File: src/rtl/grf_wb_scheduler.sv
// Write-port scheduler for the GRF: merges in-order W-stage writes with buffered
// long-latency results and tracks per-register pending state for decode stalls.
module grf_wb_scheduler #(
  parameter int DEPTH      = 4,
  parameter int STARVE_MAX = 8
) (
  input  logic        clk,
  input  logic        reset,
  input  logic        p_valid,
  input  logic [4:0]  p_addr,
  input  logic [31:0] p_data,
  input  logic [31:0] p_pc,
  output logic        p_stall,
  input  logic        iss_valid,
  input  logic [4:0]  iss_addr,
  output logic        iss_ready,
  input  logic        l_valid,
  input  logic [4:0]  l_addr,
  input  logic [31:0] l_data,
  input  logic [31:0] l_pc,
  output logic        l_ready,
  input  logic [4:0]  rs_addr,
  input  logic [4:0]  rt_addr,
  output logic        rs_busy,
  output logic        rt_busy,
  output logic        wr_en,
  output logic [4:0]  wr_addr,
  output logic [31:0] wr_data,
  output logic [31:0] wr_pc
);
  localparam int AW = $clog2(DEPTH);
  localparam int CW = AW + 1;
  localparam int SW = $clog2(STARVE_MAX + 1);

  logic [4:0]    fifo_addr_r [DEPTH];
  logic [31:0]   fifo_data_r [DEPTH];
  logic [31:0]   fifo_pc_r   [DEPTH];
  logic [AW-1:0] wr_ptr_r, rd_ptr_r;
  logic [CW-1:0] count_r, outstanding_r;
  logic [SW-1:0] starve_r;
  logic [31:0]   pending_r, pending_nxt_s;
  logic          fifo_empty_s, pipe_sel_s, pop_s, push_s, issue_s;
  logic [4:0]    head_addr_s;

  // Handshakes, write-source selection and starvation relief
  always_comb begin
    fifo_empty_s = (count_r == CW'(0));
    head_addr_s  = fifo_addr_r[rd_ptr_r];
    p_stall      = !fifo_empty_s && (starve_r >= SW'(STARVE_MAX));
    pipe_sel_s   = p_valid && !p_stall;
    pop_s        = !fifo_empty_s && !pipe_sel_s;
    l_ready      = (count_r != CW'(DEPTH));
    push_s       = l_valid && l_ready;
    iss_ready    = (outstanding_r < CW'(DEPTH)) &&
                   !((iss_addr != 5'd0) && pending_r[iss_addr]);
    issue_s      = iss_valid && iss_ready;
    rs_busy      = pending_r[rs_addr];
    rt_busy      = pending_r[rt_addr];
  end

  // Pending scoreboard update; a refused same-register issue never collides with the clear
  always_comb begin
    pending_nxt_s = pending_r;
    if (pop_s) begin
      pending_nxt_s[head_addr_s] = 1'b0;
    end else begin
      pending_nxt_s = pending_nxt_s;
    end
    if (issue_s && (iss_addr != 5'd0)) begin
      pending_nxt_s[iss_addr] = 1'b1;
    end else begin
      pending_nxt_s = pending_nxt_s;
    end
    pending_nxt_s[0] = 1'b0;
  end

  // FIFO payload storage; contents are don't-care until pushed
  always_ff @(posedge clk) begin
    if (push_s) begin
      fifo_addr_r[wr_ptr_r] <= l_addr;
      fifo_data_r[wr_ptr_r] <= l_data;
      fifo_pc_r[wr_ptr_r]   <= l_pc;
    end
  end

  // FIFO pointers, occupancy, outstanding count, scoreboard and starvation counter
  always_ff @(posedge clk) begin
    if (reset) begin
      wr_ptr_r      <= AW'(0);
      rd_ptr_r      <= AW'(0);
      count_r       <= CW'(0);
      outstanding_r <= CW'(0);
      starve_r      <= SW'(0);
      pending_r     <= 32'd0;
    end else begin
      if (push_s) wr_ptr_r <= wr_ptr_r + AW'(1);
      if (pop_s)  rd_ptr_r <= rd_ptr_r + AW'(1);
      case ({push_s, pop_s})
        2'b10:   count_r <= count_r + CW'(1);
        2'b01:   count_r <= count_r - CW'(1);
        default: count_r <= count_r;
      endcase
      case ({issue_s, pop_s})
        2'b10:   outstanding_r <= outstanding_r + CW'(1);
        2'b01:   outstanding_r <= outstanding_r - CW'(1);
        default: outstanding_r <= outstanding_r;
      endcase
      if (pop_s || fifo_empty_s) starve_r <= SW'(0);
      else                       starve_r <= starve_r + SW'(1);
      pending_r <= pending_nxt_s;
    end
  end

  // Registered GRF write port; writes to $0 are dropped but still consume the slot
  always_ff @(posedge clk) begin
    if (reset) begin
      wr_en   <= 1'b0;
      wr_addr <= 5'd0;
      wr_data <= 32'd0;
      wr_pc   <= 32'd0;
    end else if (pipe_sel_s) begin
      wr_en   <= (p_addr != 5'd0);
      wr_addr <= p_addr;
      wr_data <= p_data;
      wr_pc   <= p_pc;
    end else if (pop_s) begin
      wr_en   <= (head_addr_s != 5'd0);
      wr_addr <= head_addr_s;
      wr_data <= fifo_data_r[rd_ptr_r];
      wr_pc   <= fifo_pc_r[rd_ptr_r];
    end else begin
      wr_en   <= 1'b0;
    end
  end
endmodule
File: config.mk
export PLATFORM = sky130hd
export DESIGN_NAME = grf_wb_scheduler
export DESIGN_NICKNAME = d
export VERILOG_FILES = /design/src/rtl/grf_wb_scheduler.sv
export SDC_FILE = /design/constraint.sdc
export NUM_CORES = 1
export LEC_CHECK = 0
export ABC_AREA = 0
export ABC_CLOCK_PERIOD_IN_PS = 3890
export CAP_MARGIN = 20
export CORE_UTILIZATION = 55
export DETAILED_ROUTE_END_ITERATION = 6
export PLACE_DENSITY = 0.83
export SLEW_MARGIN = 10
export SYNTH_ARGS = -nofsm -noshare
export SYNTH_HDL_FRONTEND = slang
export SYNTH_SLANG_ARGS = --single-unit
File: constraint.sdc
create_clock -name clk -period 3.89 [get_ports clk]
set_clock_uncertainty 0.05 [all_clocks]
set_input_delay 0.778 -clock clk [delete_from_list [all_inputs] [get_ports clk]]
set_output_delay 0.778 -clock clk [all_outputs]
set_load 0.05 [all_outputs]
== Word-level counts from Yosys, hierarchy flattened ==
Memory sizes are Yosys's and may differ from the RTL's. A register that Yosys moved wholly into a read port is not among the register bits.
Cells that the tools add are included.

* $add $sub $neg: 7
* Multiplexer cells: 30
* Reductions and logical operators: 23
* Equal/unequal tests: 5
* $lt $le $gt $ge: 8
* Bitwise gates (word level): 3

{| class="wikitable"
|+ Operators with widths
! kind !! number
|-
| $mux W32 || 6
|-
| $and A32 B32 Y32 || 1
|-
| $not A32 Y32 || 1
|-
| $or A32 B32 Y32 || 1
|-
| $lt A5 B6 Y1 const B || 4
|-
| $bmux W1 S5 || 3
|-
| $reduce_bool A5 Y1 || 3
|-
| $mux W2 || 6
|-
| $pmux W3 S2 || 2
|-
| $demux W1 S5 || 2
|-
| $ge A5 B1 Y1 const B || 2
|-
| $logic_and A1 B1 Y1 || 10
|-
| $mux W5 || 2
|-
| $mux W1 || 9
|-
| $add A3 B1 Y3 const B || 2
|-
| $reduce_bool A2 Y1 || 3
|-
| $sub A3 B1 Y3 const B || 2
|-
| $add A2 B1 Y2 const B || 2
|-
| $add A4 B1 Y4 const B || 1
|-
| $eq A2 B1 Y1 const B || 2
|-
| $eq A2 B2 Y1 const B || 2
|-
| $ge A4 B4 Y1 const B || 1
|-
| $logic_not A1 Y1 || 4
|-
| $logic_not A3 Y1 || 1
|-
| 4 further kinds || 4
|}

* Word-level logic and storage cells: 90
* Flip-flop bits (word level): 116
* RAM bits: 276
* Output and inout bits: 75
* Memories kept: 3
* Input bits: 158

{| class="wikitable"
|+ Memory list
! name !! depth !! bits a word !! read ports !! clocked after memory_dff !! write ports !! line !! text
|-
| fifo_data_r || 4 || 32 || 1 || 1 || 1 || 36 || <nowiki>logic [31:0] fifo_data_r [DEPTH];</nowiki>
|-
| fifo_pc_r || 4 || 32 || 1 || 1 || 1 || 37 || <nowiki>logic [31:0] fifo_pc_r [DEPTH];</nowiki>
|-
| fifo_addr_r || 4 || 5 || 1 || 1 || 1 || 35 || <nowiki>logic [4:0] fifo_addr_r [DEPTH];</nowiki>
|}

== Logic depth before layout (Yosys ltp) ==
* Depth after elaboration: 10
* Gate-level depth with buffers: 13
* Depth with buffers taken out: 11

== Worst setup path after synthesis ==
OpenSTA, ideal clock, no wires.

* Path kind: input to output
* Start: input port iss_addr[0]
* End: output port iss_ready
* Stages: 7
* Data required time: 3.062 ns
* Setup slack: 0.600 ns
* Arrival: 2.462 ns
* Buffers on the path: 2
* Cells stage by stage: clkbuf_1 -> mux4_2 -> nand2b_1 -> nand3_1 -> nand4_4 -> buf_2 -> inv_1

* Longest elaborated chain between the ends: 5
* Elaborated cells between the ends (all ways): 6
* Those cells by class: mux: 2; reduce/logical: 4

{| class="wikitable"
|+ Ends and longest elaborated chain
! what !! line !! text
|-
| start: declaration || 15 || <nowiki>input logic [4:0] iss_addr,</nowiki>
|-
| $bmux W1 S5 || 55 || <nowiki>!((iss_addr != 5'd0) && pending_r[iss_addr]);</nowiki>
|-
| $mux W1 (not written as such) || 55 ||
|-
| $logic_and A1 B1 Y1 (*) || 55 ||
|-
| $logic_not A1 Y1 (*) || 55 ||
|-
| $logic_and A1 B1 Y1 (*) || 54 || <nowiki>iss_ready = (outstanding_r < CW'(DEPTH)) &&</nowiki>
|-
| end: declaration || 16 || <nowiki>output logic iss_ready,</nowiki>
|}

Every way passes the cells marked *; elsewhere a longest branch is shown, timed or not. The select of a mux whose other input is x is not followed.

== Final worst setup path ==
* Start: input port iss_addr[1]
* End: output port iss_ready

Same word-level chain as after synthesis.

==> impl_results.md <==
- CTS clk-pin slew, worst paths: ~60 ps
- Fraction of layout cells with a size suffix above 1: 0.1551
- CP Data Required Time: 3060 ps
- Fin. Hold Viols: 0
- TritonCTS Buffers: 38
- Warnings from Yosys: 0
- Routability cong.: 0.9575
- Initial antenna violation count: 7
- Status: completed
- CP max FO: 21
- CP endpoint: iss_ready
- Tcrit/Tclk final: 0.9665
- Worst R2R Start: outstanding_r[2]
- P per Cell Area: 647.4 mW/mm^2
- Switching power: 4.190 mW
- Die boundary height: approximately 170 um
- Synth top area cells: edfxtp_1, dfxtp_1, mux4_2, a311oi_1, nand2_1
- Total of max-cap violations: 0
- Clk buf depth: 3
- CTS tree: yes
- Cell type with the largest total area after synthesis: edfxtp_1
- Starting DRT DRC Count: 891
- Worst Path Arrival: 2930 ps
- R2R Setup Slk: about 1100 ps
- FMAX: approximately 270 MHz
- Total Power: 13.15 mW
- Post-CTS Setup Bufs: 0
- Area Growth Syn to Fin: 25.48%
- Syn Area/Cell: between 10 and 15 sq um
- H-tree depth: 2
- Setup TNS: 0 ps
- Top cell type's share of synthesized area: 0.5122
- Startpoint types: input port
- Final Critical Period: 3760 ps
- Worst VDD drop: 0.0004156 V
- Register bit total from synthesis: 393
- Finished Cell Area: 0.02030 sq mm
- Syn nets: approximately 1300
- GRT Residual Overflow: 0
- Initial Util: 0.5607
- Worst Hold Class: reg -> reg
- Die X: 173.5 um
- Post-route ant nets: 0
- Clk root buf: clkbuf_16
- Slew @ Worst Pin: 839.7 ps
- Clock power share: 0.295
- All-Layer GR Usage: 0.2722
- RSZ-0062 raised after global routing: no
- WHS: 437.2 ps
- RR Endpoint: outstanding_r[2]
- Final Core Density: 0.7036
- Post-synth cell types: 53
- Top_reg_cell synth: edfxtp_1
- Post-route setup slack: 130.5 ps
- Routed WL: 40510 um
- Slew Limit Fails: 0
- # port buffers: 232
- HPWL Detailed: 25520 um
- EDFF count, synth: 276
- Logic pwr share: 0.292
- Pin count of the biggest net entering global routing: 75
- Placement Setup Slack: between 90 and 100 ps
- Initial DRT Pass Iterations: 6
- Internal power: 8.955 mW
- Relative slew slack: 0.4402
- Non-Filler Instances: 1740
- Vias: 10722
- First-pass GRT wire length: roughly 63000 um
- CP endpoint kind: primary output
- Syn Inst Count: 1109
- Share of power burned in registers: 0.413
- Mapped Area: 0.01618 sq mm
- DRC Markers: 0
- Clock net sink count: a little under 400
- Leakage: 6.831 nW
- Row cnt: between 60 and 70
- Inst Count DP: 1668
- Placed cell area: 0.01896 sq mm
- Per-cell routed wire length: 23.28 um
- Crit path launch: iss_addr[1]
- Seq/Total Area, Yosys: 0.6569
- FFs w/ async S/R, synth: 0
- R2r worst-path depth: 11
- Vias/cell: between 6 and 7
- Core area: between 0.02 and 0.03 sq mm
- Fillcell total: 1819
- Skew-Pair Late Insertion Delay: 530 ps
- Die Footprint: 0.03011 sq mm
- Final #Nets: roughly 1500
- Kind of critical path: in -> out
- Vias in the first global route: 11033
- Final setup viols: 0
- Top Ports: approximately 230
- Sw Share: 0.3188
-- final cells by class --
| type | count | area, sq um | share of cell area |
|---|---|---|---|
| diodes | 2 | 5.005 | 0.0002465 |
| clock buffers | 53 | 1109 | 0.05460 |
| clock inverters | 17 | 227.7 | 0.01122 |
| inverters | 14 | 52.55 | 0.002588 |
| multi-input cells | 623 | 5210 | 0.2566 |
| flip-flops and latches | 393 | 10640 | 0.5239 |
| well taps | 384 | 480.5 | 0.02366 |
| repair buffers | 254 | 2582 | 0.1272 |
-- cell usage after synthesis (all sizes together) (10+ instances only) --
library cell / number
mux2: 10
o21ai: 47
inv: 14
dfxtp: 117
clkbuf: 59
mux4: 89
nand2b: 11
nand2: 108
nand3b: 16
nor2b: 22
nand3: 75
nor2: 91
buf: 20
a311oi: 66
edfxtp: 276
-- state kept, by name, summed over array words and instances (netlist names), 2 cells and up, named ones only --
name	cells
wr_addr	5
starve_r	4
count_r	3
wr_pc	32
fifo_addr_r	20
pending_r	31
wr_data	32
wr_ptr_r	2
rd_ptr_r	2
fifo_pc_r	128
outstanding_r	3
fifo_data_r	128
-- critical path, stage by stage --
cell and delay [ps]:
clkdlybuf4s50_1 510, buf_12 180, mux2_1 320, a32o_2 300, o31ai_4 240, nand4_4 120
buf_4 220, inv_1 110, buf_12 140
-- power by group through the flow --
stage | logic, mW | clock network [mW] | registers [mW]
finish | 3.84 | 3.88 | 5.42
CTS | 3.86 | 3.91 | 5.43
floorplan | 1.82 | 0 | 6.23
global placement | 3.74 | 0 | 5.46
detailed placement | 3.81 | 0 | 5.49
global route | 4.06 | 4.06 | 5.48
-- what timing repair did --
item	CTS	global route
setup endpoints to repair	0	1
resized for setup	0	1
hold buffers	0	0
-- cells in the final DEF (no fill, tap or decap), types with 5 or more instances in the layout --
cell type,instances
a21oi_1,9
a311oi_1,66
buf_12,9
buf_4,18
bufinv_16,5
clkbuf_1,6
clkbuf_16,39
clkbuf_8,8
clkdlybuf4s50_1,226
clkinv_2,6
dfxtp_1,115
edfxtp_1,276
ha_1,8
inv_1,14
mux2_2,8
mux2i_1,6
mux4_2,89
nand2_1,107
nand2b_1,7
nand3_1,75
nand3b_1,15
nor2_1,91
nor2b_1,22
nor3_1,7
nor4_1,5
o21ai_0,27
o21ai_1,20
o31ai_1,8
xor2_1,6
-- cell families (layout without fill, tap and decap cells) --
logic type                 Yosys count  count (layout)  synth area share
DFF                                393             393            0.6569
and+or+nand+nor                    362             362            0.1092
AOI/OAI and AO/OA                  137             137           0.06240
muxes                              105             105            0.1345
buffers and inverters               93             338           0.02343
adders and majority gates           10              10          0.008660
xor gates and xnor gates             9               9          0.004872
other                                0               2                 0
-- layer usage --
layer / GRT usage / share of wire / up-vias / wire, um
met5: 0 / 0.00067 / - / 27
met4: 0.09476 / 0.033 / 4 / 1337
met3: 0.05570 / 0.078 / 104 / 3164
met2: 0.4724 / 0.51 / 505 / 20740
met1: 0.3398 / 0.38 / 5376 / 15240
li1: - / - / 4733 / -
-- how the worst min path moves through the flow --
stage	cells after the start	start	slack, ps	to
2_1_floorplan	1	starve_r[0]	410	starve_r[0]
5_1_grt	2	wr_pc[14]	470	wr_pc[14]
6_report	1	starve_r[0]	440	starve_r[0]
4_1_cts	1	starve_r[0]	440	starve_r[0]
3_5_place_dp	1	starve_r[0]	430	starve_r[0]
3_3_place_gp	1	starve_r[0]	430	starve_r[0]
Power figures use the tool's default switching activity.
